===== config.mk =====
export PLATFORM = sky130hd
export DESIGN_NAME = wb_retire_buffer
export DESIGN_NICKNAME = d
export VERILOG_FILES = /design/src/rtl/wb_retire_buffer_pkg.sv /design/src/rtl/wb_rd_match.sv /design/src/rtl/wb_retire_buffer.sv
export SDC_FILE = /design/constraint.sdc
export NUM_CORES = 1
export LEC_CHECK = 0
export BUFFER_PORTS_ARGS = -buffer_cell sky130_fd_sc_hd__buf_2
export CELL_PAD_IN_SITES_DETAIL_PLACEMENT = 1
export CELL_PAD_IN_SITES_GLOBAL_PLACEMENT = 2
export CORE_ASPECT_RATIO = 0.75
export CORE_MARGIN = 1.5
export CORE_UTILIZATION = 29
export DETAILED_ROUTE_END_ITERATION = 16
export PLACE_DENSITY = 0.76
export RECOVER_POWER = 25
export SYNTH_ARGS = -nofsm -noshare
export SYNTH_HDL_FRONTEND = slang
export SYNTH_HIERARCHICAL = 1
export SYNTH_SLANG_ARGS = --single-unit
export TNS_END_PERCENT = 50

===== constraint.sdc =====
create_clock -name clk -period 1.6 [get_ports clk]
set_input_delay 0.16 -clock clk [delete_from_list [all_inputs] [get_ports clk]]
set_output_delay 0.16 -clock clk [all_outputs]
set_load 0.1 [all_outputs]

===== src/rtl/wb_retire_buffer_pkg.sv =====
// Shared widths, entry metadata layout and helpers for the W-stage retire buffer.
// Pipeline builds that enable the buffer also carry WB_DEPTH and these field widths in their config header.
package wb_retire_buffer_pkg;

  localparam int unsigned WB_REG_W     = 5;
  localparam int unsigned WB_DEPTH_DEF = 2;
  localparam int unsigned WB_XLEN_DEF  = 32;

  typedef struct packed {
    logic                valid;
    logic                rdy;
    logic [WB_REG_W-1:0] rd;
  } wb_meta_t;

  // Entry holds a committed value that may be forwarded or written to the regfile.
  function automatic logic wb_fwd_ok(input wb_meta_t m);
    return m.valid && m.rdy && (m.rd != '0);
  endfunction

endpackage


===== src/rtl/wb_rd_match.sv =====
// Per-entry compare of buffered destination against the decode-stage sources.
module wb_rd_match
  import wb_retire_buffer_pkg::*;
(
  input  wb_meta_t            i_meta,
  input  logic [WB_REG_W-1:0] i_rs1,
  input  logic [WB_REG_W-1:0] i_rs2,
  output logic                o_pend_hit_c,
  output logic                o_fwd_ok_c
);

  logic w_src_hit;

  assign w_src_hit    = (i_meta.rd == i_rs1) || (i_meta.rd == i_rs2);
  // A pending load to x0 never produces a value anyone waits for.
  assign o_pend_hit_c = i_meta.valid && !i_meta.rdy && (i_meta.rd != '0) && w_src_hit;
  assign o_fwd_ok_c   = wb_fwd_ok(i_meta);

endmodule


===== src/rtl/wb_retire_buffer.sv =====
// In-order retire buffer between W stage and the regfile write port; loads wait here
// for RAM data while feeding the riseW/buf2 forwarding taps and the load-use stall.
module wb_retire_buffer
  import wb_retire_buffer_pkg::*;
#(
  parameter int unsigned DEPTH = WB_DEPTH_DEF,
  parameter int unsigned XLEN  = WB_XLEN_DEF
) (
  input  logic                clk,
  input  logic                rst_n,
  input  logic                in_valid,
  output logic                in_ready,
  input  logic [WB_REG_W-1:0] in_rd,
  input  logic [XLEN-1:0]     in_data,
  input  logic                in_is_load,
  input  logic                mem_rvalid,
  input  logic [XLEN-1:0]     mem_rdata,
  input  logic [WB_REG_W-1:0] rs1_D,
  input  logic [WB_REG_W-1:0] rs2_D,
  output logic                stall_load_use,
  output logic                rf_we,
  output logic [WB_REG_W-1:0] rf_waddr,
  output logic [XLEN-1:0]     rf_wdata,
  output logic                RegWrite_riseW,
  output logic [WB_REG_W-1:0] Rd_riseW,
  output logic [XLEN-1:0]     rdata_reg_riseW,
  output logic                RegWrite_buf2,
  output logic [WB_REG_W-1:0] Rd_buf2,
  output logic [XLEN-1:0]     rdata_reg_buf2,
  output logic                err_orphan
);

  localparam int unsigned PW = $clog2(DEPTH);
  localparam int unsigned CW = $clog2(DEPTH) + 1;

  wb_meta_t        r_meta [DEPTH];
  logic [XLEN-1:0] r_data [DEPTH];
  logic [PW-1:0]   r_head;
  logic [PW-1:0]   r_tail;
  logic [CW-1:0]   r_count;
  logic            r_err;

  logic            w_retire;
  logic            w_accept;
  logic            w_enq;
  logic            w_fill_hit;
  logic [PW-1:0]   w_fill_idx;
  logic [PW-1:0]   w_young;
  logic [PW-1:0]   w_second;
  logic [DEPTH-1:0] w_pend_hit;
  logic [DEPTH-1:0] w_fwd_ok;

  for (genvar g = 0; g < DEPTH; g++) begin : g_match
    wb_rd_match u_match (
      .i_meta       (r_meta[g]),
      .i_rs1        (rs1_D),
      .i_rs2        (rs2_D),
      .o_pend_hit_c (w_pend_hit[g]),
      .o_fwd_ok_c   (w_fwd_ok[g])
    );
  end

  assign w_retire = r_meta[r_head].valid && r_meta[r_head].rdy;
  assign in_ready = (r_count < CW'(DEPTH)) || w_retire;
  assign w_accept = in_valid && in_ready;
  // Non-load writes to x0 are dropped; loads to x0 still take a slot to keep RAM returns in order.
  assign w_enq    = w_accept && (in_is_load || (in_rd != '0));

  // Oldest pending load claims the returning RAM data; scan runs youngest to oldest so oldest wins.
  always_comb begin
    w_fill_hit = 1'b0;
    w_fill_idx = '0;
    for (int i = DEPTH - 1; i >= 0; i--) begin
      if (r_meta[PW'(r_head + PW'(i))].valid && !r_meta[PW'(r_head + PW'(i))].rdy) begin
        w_fill_hit = 1'b1;
        w_fill_idx = PW'(r_head + PW'(i));
      end
    end
  end

  always_ff @(posedge clk or negedge rst_n) begin
    if (!rst_n) begin
      for (int i = 0; i < DEPTH; i++) begin
        r_meta[i] <= '0;
        r_data[i] <= '0;
      end
      r_head  <= '0;
      r_tail  <= '0;
      r_count <= '0;
      r_err   <= 1'b0;
    end else begin
      if (w_retire) begin
        r_meta[r_head].valid <= 1'b0;
        r_head               <= PW'(r_head + PW'(1));
      end
      if (mem_rvalid && w_fill_hit) begin
        r_meta[w_fill_idx].rdy <= 1'b1;
        r_data[w_fill_idx]     <= mem_rdata;
      end
      // On a full buffer the tail slot is the retiring head, so the enqueue must win.
      if (w_enq) begin
        r_meta[r_tail] <= '{valid: 1'b1, rdy: !in_is_load, rd: in_rd};
        r_data[r_tail] <= in_is_load ? '0 : in_data;
        r_tail         <= PW'(r_tail + PW'(1));
      end
      r_count <= CW'(r_count + CW'(w_enq) - CW'(w_retire));
      if (mem_rvalid && !w_fill_hit) begin
        r_err <= 1'b1;
      end
    end
  end

  assign rf_we    = w_retire && (r_meta[r_head].rd != '0);
  assign rf_waddr = r_meta[r_head].rd;
  assign rf_wdata = r_data[r_head];

  assign w_young  = PW'(r_tail - PW'(1));
  assign w_second = PW'(r_tail - PW'(2));

  assign RegWrite_riseW  = w_fwd_ok[w_young];
  assign Rd_riseW        = r_meta[w_young].rd;
  assign rdata_reg_riseW = r_data[w_young];
  assign RegWrite_buf2   = w_fwd_ok[w_second];
  assign Rd_buf2         = r_meta[w_second].rd;
  assign rdata_reg_buf2  = r_data[w_second];

  assign stall_load_use = |w_pend_hit;
  assign err_orphan     = r_err;

endmodule


==> metrics.txt <==
# TYPE chip_impl_metric gauge
chip_impl_info{name="status",value="finished, violations left"} 1
chip_impl_info{name="violations",value="negative setup slack"} 1
chip_impl_info{name="critPathCaptureType",value="output pin"} 1
chip_impl_metric{name="layout.nets",unit=""} 821
chip_impl_metric{name="vias_per_cell",unit=""} 4.85
chip_impl_metric{name="maxSlewHeadroom",unit="%"} 15.4
chip_impl_info{name="clock-root-buffer",value="sky130_fd_sc_hd__clkbuf_16"} 1
chip_impl_metric{name="final_hold_viol_count",unit=""} 0
chip_impl_metric{name="final_layout_size_suffix_gt1_share",unit="%"} 60.9
chip_impl_metric{name="fmaxAchievable",unit="GHz"} 0.450
chip_impl_metric{name="initial_core_util",unit="%"} 29.6
chip_impl_info{name="worstPathCellList",value="mux2_4 > or4_4 > o21a_4 > buf_12"} 1
chip_impl_metric{name="clk_path_buf_depth",unit=""} 2
chip_impl_metric{name="drt_drc_violations_left",unit=""} 0
chip_impl_metric{name="fin_crit_sh",unit="%"} 139
chip_impl_info{name="synthTopCellsByArea",value="sky130_fd_sc_hd__dfrtp_1, sky130_fd_sc_hd__mux2_2, sky130_fd_sc_hd__mux2i_1, sky130_fd_sc_hd__nand2b_1, sky130_fd_sc_hd__xor2_1"} 1
chip_impl_metric{name="multiInputGateArea",unit="um^2"} 3630
chip_impl_metric{name="drt-total-wl",unit="mm"} 20.7
chip_impl_metric{name="floorplan.core_area",unit="um^2"} 19300
chip_impl_metric{name="std_cell_rows",unit=""} 44
chip_impl_info{name="postSynth.topFlopCell",value="sky130_fd_sc_hd__dfrtp_1"} 1
chip_impl_metric{name="final_antenna_net_count",unit=""} 0
chip_impl_metric{name="yosysSeqAreaShare",unit="%"} 36.3
chip_impl_info{name="hold_path.class",value="primary input to flop"} 1
chip_impl_metric{name="initial_antenna_violation_count",unit=""} 0
chip_impl_metric{name="share_of_the_synthesized_area_in_the_top_cell_type",unit="%"} 36.3
chip_impl_metric{name="clkSlewWorstSetupHoldPaths",unit="ps"} 70
chip_impl_metric{name="numClockSinks",unit=""} 83
chip_impl_metric{name="timing_worst_slew_pin_value",unit="ps"} 1270
chip_impl_info{name="critical_path_top_delay_cell",value="sky130_fd_sc_hd__or4_4"} 1
chip_impl_metric{name="number_of_global_route_vias_before_repair",unit=""} 5356
chip_impl_metric{name="synthCells",unit=""} 473
chip_impl_metric{name="fillerInstances",unit=""} 1959
chip_impl_metric{name="areaGrowthSynthToFinish",unit="%"} 74.7
chip_impl_metric{name="worst_skew_pair.late_latency",unit="ps"} 340
chip_impl_metric{name="die-area",unit="um^2"} 20600
chip_impl_metric{name="synth_enable_flop_cells",unit=""} 0
chip_impl_metric{name="finish_stage_setup_viols",unit=""} 196
chip_impl_metric{name="finish.cell_count_without_fillers",unit=""} 994
chip_impl_metric{name="dp_slack",unit="ps"} -441
chip_impl_metric{name="postLayoutCoreUtil",unit="%"} 51.7
chip_impl_metric{name="grt.total_usage",unit="%"} 19.3
chip_impl_metric{name="drt_pass1_iterations",unit=""} 4
chip_impl_metric{name="final_max_slew_viol_count",unit=""} 0
chip_impl_metric{name="floorplan.die.height",unit="um"} 125
chip_impl_metric{name="critical_path.max_fanout",unit=""} 6
chip_impl_info{name="tritoncts",value="yes"} 1
chip_impl_metric{name="synth.ff_latch_count",unit=""} 83
chip_impl_metric{name="syn_area",unit="um^2"} 5710
chip_impl_metric{name="place_inst",unit=""} 943
chip_impl_metric{name="required",unit="ps"} 1440
chip_impl_metric{name="synthArstFlopShare",unit="%"} 100
chip_impl_info{name="synth_area_leader_cell",value="sky130_fd_sc_hd__dfrtp_1"} 1
chip_impl_metric{name="grt_first_pass_wirelength",unit="mm"} 30.4
chip_impl_metric{name="routedWlPerCell",unit="um"} 20.9
chip_impl_metric{name="fin_skew",unit="ps"} 8.22
chip_impl_metric{name="cts_buffers",unit=""} 9
chip_impl_metric{name="avgSynthCellArea",unit="um^2"} 12.1
chip_impl_metric{name="syn-num-nets",unit=""} 559
chip_impl_metric{name="minimum_setup_slack_in_the_final_design",unit="ps"} -621
chip_impl_metric{name="fp.dieW",unit="um"} 165
chip_impl_info{name="setup.worst_path.start_class",value="flop"} 1
chip_impl_metric{name="maxCapViolations",unit=""} 0
chip_impl_metric{name="grt_remaining_overflow",unit=""} 0
chip_impl_info{name="crit_type",value="flop to output pin"} 1
chip_impl_metric{name="vias",unit=""} 4819
chip_impl_metric{name="dp.final_hpwl",unit="mm"} 14.1
chip_impl_metric{name="gp_congestion",unit=""} 0.789
chip_impl_metric{name="final_period_minus_worst_setup_slack",unit="ps"} 2220
chip_impl_info{name="grt_setup_unrepaired",value="yes"} 1
chip_impl_metric{name="synth_cell_type_count",unit=""} 36
chip_impl_metric{name="port-buffer-count",unit=""} 200
chip_impl_metric{name="area.sequential",unit="um^2"} 2080
chip_impl_metric{name="io-pin-count",unit=""} 201
chip_impl_metric{name="max_stage_delay",unit="ps"} 530
chip_impl_metric{name="synth-warning-count",unit=""} 6
chip_impl_metric{name="drt_first_iter_violations",unit=""} 140
chip_impl_metric{name="maximum_number_of_pins_on_one_net_before_global_route_repair",unit=""} 43
chip_impl_metric{name="worstPathArrival",unit="ps"} 2060
chip_impl_metric{name="htreeDepth",unit=""} 3
flip-flops by register name (all words and copies together) (netlist names):
name,flops
r_head,1
r_meta,14
r_data,64
err_orphan,1
r_tail,1
r_count,2
critical path, delay by kind of cell, from the launching register on:
kind	cells	cell delay [ps]
simple gates	1	530
flops	1	480
mux	1	330
compound gates	1	220
buf+inv	1	160
cell usage in the layout, fill, tap and decap left out, types with 5 or more instances in the layout:
| cell type | n |
|---|---|
| sky130_fd_sc_hd__nand2_1 | 5 |
| sky130_fd_sc_hd__buf_4 | 37 |
| sky130_fd_sc_hd__nand2b_1 | 33 |
| sky130_fd_sc_hd__mux2i_2 | 5 |
| sky130_fd_sc_hd__buf_2 | 83 |
| sky130_fd_sc_hd__mux2_2 | 101 |
| sky130_fd_sc_hd__xor2_1 | 12 |
| sky130_fd_sc_hd__buf_6 | 37 |
| sky130_fd_sc_hd__xnor2_1 | 10 |
| sky130_fd_sc_hd__mux2i_1 | 125 |
| sky130_fd_sc_hd__mux2_4 | 22 |
| sky130_fd_sc_hd__clkbuf_16 | 13 |
| sky130_fd_sc_hd__dfrtp_1 | 79 |
| sky130_fd_sc_hd__buf_12 | 114 |
cells by family after synthesis:
family                     synth area share (%)
and+or+nand+nor                            7.05
xor gates and xnor gates                   3.53
AOI/OAI and AO/OA                          1.38
adders and majority gates                 0.438
muxes                                      47.1
buffers and inverters                      4.12
DFF                                        36.3
repair_timing:
action | 4_1_cts | 5_1_grt
setup buffers | 13 | 13
cloned | 6 | 4
resized for setup | 127 | 60
hold endpoints to repair | 17 | 0
setup endpoints to repair | 196 | 198
hold buffers | 1 | 0
pin swaps | 3 | 5
through the flow:
step | setup TNS, ps | hold slack [ps] | cell area, um^2
finish | -61710 | 92.4 | 9980
global route | -75100 | 91.6 | 9980
CTS | -62450 | 54.6 | 9630
detailed placement | -32500 | 69.3 | 8610
global placement | -23640 | 61.6 | 8610
floorplan | -14770 | -136 | 5770
final timing paths:
kind / end / from / cells after the start / slack [ps]
worst max-delay path: rf_we / r_head / 4 / -620
worst min-delay path: r_data[29] / in_data[29] / 3 / 90
worst max register to register: r_meta[7] / r_head / 10 / -510
worst min register to register: r_count[0] / r_count[0] / 1 / 510
max in group asynchronous: r_tail / rst_n / 3 / 70
min in group asynchronous: r_data[10] / rst_n / 2 / 630
cells in the mapped netlist, drive strengths merged (2+ instances only):
| cell type | number |
|---|---|
| buf | 25 |
| nand3 | 7 |
| o21ai | 3 |
| clkbuf | 7 |
| nand2 | 6 |
| nor2 | 4 |
| nor3 | 4 |
| xnor2 | 11 |
| o21a | 2 |
| or4 | 3 |
| inv | 5 |
| nand3b | 2 |
| dfrtp | 83 |
| mux2i | 130 |
| mux2 | 123 |
| a211oi | 2 |
| ha | 2 |
| xor2 | 12 |
| nand4b | 2 |
| nand2b | 33 |
per-layer routing:
layer  global-route usage [%]  vias up  part of all wire, %
met1                     24.7     2439                   43
met4                     3.13        0                 0.70
met3                     4.30       11                  5.3
met2                     33.4      134                   51
li1                         -     2235                    -
met5                        0        -                    0
layout make-up:
type / count / area share [%]
inverters: 5 / 0.188
clock buffers: 10 / 2.39
flip-flops and latches: 83 / 20.9
diodes: 1 / 0.0251
well taps: 253 / 3.17
repair buffers: 283 / 36.5
clock inverters: 6 / 0.476
multi-input cells: 353 / 36.3
Power is left out: the tool's default activity adds up to more than one toggle a clock period on the data nets, which glitch-free logic cannot reach.
